--- src/rtl/c499_lock_pkg.sv ---
// Shared types and defaults for the c499 key loader.
// Holds the loader FSM encoding and default sizing.
package c499_lock_pkg;

    typedef enum logic [2:0] {
        IDLE,
        SHIFT,
        CHECK,
        DONE,
        ERROR
    } state_e;

    localparam int DEF_KEY_WIDTH = 2;
    localparam int DEF_TIMEOUT   = 255;

endpackage

--- src/rtl/key_shift_reg.sv ---
// Shadow register for serially delivered key bits.
// Each enabled beat lands at the bit counter's position.
module key_shift_reg
    import c499_lock_pkg::*;
#(
    parameter int W  = DEF_KEY_WIDTH,
    parameter int CW = $clog2(W + 1)
) (
    input  logic          clk,
    input  logic          rst_n,
    input  logic          clr_i,
    input  logic          beat_i,
    input  logic          bit_i,
    output logic [W-1:0]  shadow_o,
    output logic [CW-1:0] cnt_o
);

    logic [W-1:0]  shadow_q, shadow_d;
    logic [CW-1:0] cnt_q, cnt_d;

    // Indexed write of one key bit; counter stops at W.
    always_comb begin
        shadow_d = shadow_q;
        cnt_d    = cnt_q;
        if (clr_i) begin
            shadow_d = '0;
            cnt_d    = '0;
        end else if (beat_i && (cnt_q < CW'(W))) begin
            for (int i = 0; i < W; i++) begin
                if (cnt_q == CW'(i)) begin
                    shadow_d[i] = bit_i;
                end
            end
            cnt_d = cnt_q + CW'(1);
        end
    end

    // Shadow and counter registers.
    always_ff @(posedge clk) begin
        if (!rst_n) begin
            shadow_q <= '0;
            cnt_q    <= '0;
        end else begin
            shadow_q <= shadow_d;
            cnt_q    <= cnt_d;
        end
    end

    assign shadow_o = shadow_q;
    assign cnt_o    = cnt_q;

endmodule

--- src/rtl/c499_key_loader.sv ---
// Serial key loader for the key-locked c499 netlist.
// key_out stays zero unless a parity-checked key was loaded.
module c499_key_loader
    import c499_lock_pkg::*;
#(
    parameter int KEY_WIDTH = DEF_KEY_WIDTH,
    parameter int TIMEOUT   = DEF_TIMEOUT
) (
    input  logic                 clk,
    input  logic                 rst_n,
    input  logic                 load_start,
    input  logic                 key_bit,
    input  logic                 key_valid,
    output logic                 key_ready,
    output logic [KEY_WIDTH-1:0] key_out,
    output logic                 key_loaded,
    output logic                 key_error
);

    localparam int CW = $clog2(KEY_WIDTH + 1);
    localparam int TW = (TIMEOUT > 1) ? $clog2(TIMEOUT) : 1;

    state_e               state_q, state_d;
    logic [KEY_WIDTH-1:0] key_out_q, key_out_d;
    logic                 loaded_q, loaded_d;
    logic                 error_q, error_d;
    logic                 par_q, par_d;
    logic [TW-1:0]        tmo_q, tmo_d;

    logic                 clr;
    logic                 beat_en;
    logic                 beat;
    logic [KEY_WIDTH-1:0] shadow;
    logic [CW-1:0]        bit_cnt;

    assign key_ready = (state_q == SHIFT);
    assign beat      = key_valid & key_ready;

    key_shift_reg #(
        .W  (KEY_WIDTH),
        .CW (CW)
    ) u_shreg (
        .clk      (clk),
        .rst_n    (rst_n),
        .clr_i    (clr),
        .beat_i   (beat_en),
        .bit_i    (key_bit),
        .shadow_o (shadow),
        .cnt_o    (bit_cnt)
    );

    // Next state, parity check, timeout and output updates.
    always_comb begin
        state_d   = state_q;
        key_out_d = key_out_q;
        loaded_d  = loaded_q;
        error_d   = error_q;
        par_d     = par_q;
        tmo_d     = tmo_q;
        clr       = 1'b0;
        beat_en   = 1'b0;
        if (load_start) begin
            state_d   = SHIFT;
            key_out_d = '0;
            loaded_d  = 1'b0;
            error_d   = 1'b0;
            par_d     = 1'b0;
            tmo_d     = '0;
            clr       = 1'b1;
        end else begin
            unique case (state_q)
                SHIFT: begin
                    if (beat) begin
                        tmo_d = '0;
                        if (bit_cnt == CW'(KEY_WIDTH)) begin
                            par_d   = key_bit;
                            state_d = CHECK;
                        end else begin
                            beat_en = 1'b1;
                        end
                    end else if (TIMEOUT != 0) begin
                        if (tmo_q == TW'(TIMEOUT - 1)) begin
                            state_d = ERROR;
                            error_d = 1'b1;
                        end else begin
                            tmo_d = tmo_q + TW'(1);
                        end
                    end
                end
                CHECK: begin
                    if (((^shadow) ^ par_q) == 1'b0) begin
                        state_d   = DONE;
                        key_out_d = shadow;
                        loaded_d  = 1'b1;
                    end else begin
                        state_d = ERROR;
                        error_d = 1'b1;
                    end
                end
                IDLE, DONE, ERROR: begin
                end
                default: begin
                    state_d = IDLE;
                end
            endcase
        end
    end

    // State and output registers.
    always_ff @(posedge clk) begin
        if (!rst_n) begin
            state_q   <= IDLE;
            key_out_q <= '0;
            loaded_q  <= 1'b0;
            error_q   <= 1'b0;
            par_q     <= 1'b0;
            tmo_q     <= '0;
        end else begin
            state_q   <= state_d;
            key_out_q <= key_out_d;
            loaded_q  <= loaded_d;
            error_q   <= error_d;
            par_q     <= par_d;
            tmo_q     <= tmo_d;
        end
    end

    assign key_out    = key_out_q;
    assign key_loaded = loaded_q;
    assign key_error  = error_q;

endmodule
--- config.mk ---
export PLATFORM = sky130hd
export DESIGN_NAME = c499_key_loader
export DESIGN_NICKNAME = d
export VERILOG_FILES = /design/src/rtl/c499_lock_pkg.sv /design/src/rtl/key_shift_reg.sv /design/src/rtl/c499_key_loader.sv
export SDC_FILE = /design/constraint.sdc
export NUM_CORES = 1
export LEC_CHECK = 0
export CAP_MARGIN = 20
export CORE_ASPECT_RATIO = 0.6
export CORE_MARGIN = 2
export CORE_UTILIZATION = 35
export DETAILED_ROUTE_END_ITERATION = 6
export PLACE_DENSITY = 0.5
export SLEW_MARGIN = 20
export SYNTH_ARGS = -nofsm -noshare
export SYNTH_HDL_FRONTEND = slang
export SYNTH_SLANG_ARGS = --single-unit
--- constraint.sdc ---
create_clock -name clk -period 1.9 [get_ports clk]
set_input_delay 0.285 -clock clk [delete_from_list [all_inputs] [get_ports clk]]
set_output_delay 0.285 -clock clk [all_outputs]
set_load 0.05 [all_outputs]
==> results of run 1 <==
-- metrics by stage --
step	worst slack, ps	area [um2]
2_1_floorplan	260	1040
3_3_place_gp	156	1230
3_5_place_dp	149	1230
4_1_cts	184	1300
5_1_grt	33.1	1300
6_report	188	1300
-- path summary, 6_finish.rpt --
kind | from | end | slack, ps | depth (start not counted)
setup / recovery | key_error | key_error | 190 | 1
hold / removal | key_out[0] | key_out[0] | 480 | 2
setup reg to reg | tmo_q[1] | state_q[0] | 190 | 5
hold reg to reg | key_out[0] | key_out[0] | 480 | 2
-- power groups by stage --
stage	clock [mW]	sequential, mW	combinational [mW]
after global routing	0.461	0.437	0.159
after floorplan	0	0.448	0.0825
after global placement	0	0.445	0.145
after detailed placement	0	0.445	0.145
final	0.434	0.436	0.146
after CTS	0.440	0.435	0.146
-- state kept, by name, indices dropped and copies added, names as in the netlist --
register	flops
key_out	2
u_shreg.shadow_o	2
key_error	1
u_shreg.cnt_o	2
key_loaded	1
state_q	3
par_q	1
tmo_q	8
-- layout make-up --
cell class              instances  area, um2
flip-flops and latches         20        400
clock buffers                   3       41.3
inverters                       8       35.0
multi-input cells              90        604
repair buffers                 14        138
clock inverters                 1       30.0
fillers                       286       1550
well taps                      42       52.6
-- layer usage --
metal / GRT usage / vias up / share of wire
met2: 0.175 / 14 / 0.34
met4: 0.0429 / 0 / 0.0034
li1: - / 456 / -
met1: 0.250 / 404 / 0.61
met5: 0 / - / 0
met3: 0.0525 / 2 / 0.043
-- cells by family after synthesis --
kind of cell    after synthesis  share of synthesized area
compound gates               24                      0.155
buf+inv                       8                     0.0337
fa+ha+maj                     5                     0.0602
mux                           6                     0.0578
xor+xnor                      5                     0.0554
simple gates                 50                      0.253
flops                        20                      0.385
-- layout by cell type, fill, tap and decap left out, types with 2 or more instances in the layout --
cell type        synthesis  routed
a21boi_0                 2       2
a21oi_1                  4       4
a31oi_1                  2       2
and2_1                   2       2
and3_1                   3       3
buf_4                    0       5
clkbuf_8                 0       3
clkdlybuf4s50_1          0       8
dfxtp_1                 20      20
ha_1                     5       5
inv_1                    7       7
mux2i_1                  6       6
nand2_1                  7       7
nand2b_1                 3       3
nand3_1                  5       5
nand4_1                  2       2
nor2_1                  15      15
nor2b_1                  2       2
nor3_1                   3       3
o211ai_1                 3       3
o21a_1                   2       2
o21ai_0                  7       7
xnor2_1                  3       3
==> flow_metrics.py, run 1 <==
metrics = {
    "outcome": {
        "outcome": "finished, final reports clean",
    },
    "logic_synthesis": {
        "synth_common_cells": "dfxtp_1, nor2_1, inv_1, nand2_1, o21ai_0",
        "syn_avg_cell_area_um2": 8.81,
        "yosysWarnings": 0,
        "synth_area_mm2": 0.00104,
        "synthArstFlopShare": 0,
        "yosysTopAreaCellShare": 0.385,
        "synth_top_area_cell": "dfxtp_1",
        "synth_nets": 128,
        "synth_most_common_cell": "dfxtp_1",
        "netlist_top_cells_area": "dfxtp_1, ha_1, mux2i_1",
        "synth-seq-cells": 20,
        "synth_edf_count": 0,
        "ys_types": 35,
        "ys.flop_type": "dfxtp_1",
        "synth_seq_area_share": 0.385,
        "synthCells": 118,
    },
    "pwr": {
        "total_power_mw": 1.02,
        "sequentialPowerShare": 0.429,
        "p_clk_frac": 0.427,
        "p_int_uw": 773,
        "swShare": 0.239,
        "ir_drop_mv": 0.408,
        "p_comb_frac": 0.144,
        "powerDensity_mw_per_mm2": 781,
        "switchingPower_uw": 242,
        "leakagePower_nw": 0.493,
    },
    "timing": {
        "setup-violations-final": 0,
        "clock.fmax_mhz": 584,
        "grt_setup_unrepaired": "no",
        "period_share": 0.901,
        "slew_viol_final": 0,
        "setup_tns_ps": 0,
        "hold_viol_final": 0,
        "max_slew_margin": 0.669,
        "worst_pin_slew_ps": 495,
        "holdWs_ps": 477,
        "layout_min_cycle_time_ps": 1710,
        "finalClockSkew_ps": 3.81,
    },
    "clock_tree": {
        "cts.clk_slew.worst_paths_ps": 80,
        "cts-htree-levels": 1,
        "post_cts_buffers": 0,
        "clockRootBuffer": "clkbuf_8",
        "cts_tree": "yes",
        "cts_buffers": 3,
        "clkLatencyLatePin_ps": 260,
        "hold_buffers": 0,
        "cts-resized-gates": 0,
        "max-clock-path-buffers": 2,
        "cts.sinks": 20,
    },
    "global_routing": {
        "grt_pass1_vias": 758,
        "antenna_found_initial": 0,
        "grt_use_total": 0.153,
        "overflow": 0,
        "grt_pass1_wl_um": 3750,
        "grt_max_degree": 13,
    },
    "layout": {
        "drive_above_1_share": 0.110,
        "nets": 147,
        "syn2layout_area_growth_pct": 25.2,
        "fin_cells": 178,
        "diodes": 0,
        "final_core_util": 0.456,
    },
    "detailed_routing": {
        "routed_via_density": 4.92,
        "wire_per_inst_um": 13.1,
        "drc": 0,
        "routed_wl_um": 2320,
        "antenna_left": 0,
        "dr_total_vias": 876,
        "drtPass1Iterations": 4,
        "drt_iter0_markers": 44,
    },
    "setup_path": {
        "cp_num_buf_inv": 1,
        "critPathMaxStageDelay_ps": 810,
        "critPathTopFamily": "buffers and inverters",
        "crit_arrival_ps": 1430,
        "slowest_stage": "clkdlybuf4s50_1",
        "worstSetupPathType": "flop to output port",
        "crit_required_ps": 1620,
        "critPathLaunchType": "flop",
        "end_kind": "output port",
        "path_cells": "clkdlybuf4s50_1",
        "crit_fanout": 2,
    },
    "placed_design": {
        "place.gp.congestion": 0.768,
        "port_buffers": 9,
        "place_inst": 174,
        "dp_hpwl_um": 1780,
    },
    "die": {
        "num_io_pins": 10,
        "start_util": 0.364,
        "die_h_um": 46.2,
        "rows": 15,
        "core_mm2": 0.00285,
        "fp.dieW_um": 74.4,
        "die_area_mm2": 0.00344,
    },
    "flow_run": {
        "cap_violations": 0,
    },
    "worst_hold_path": {
        "min_path_type": "flop to flop",
    },
}
No activity file was read; power rests on OpenSTA's default activity.
==> run 2: changes to the inputs <==
SKIP_LAST_GASP = 1   (was default)
==> results of run 2 <==
Same layout as run 1: the final DEF is identical, and so are final timing and power.
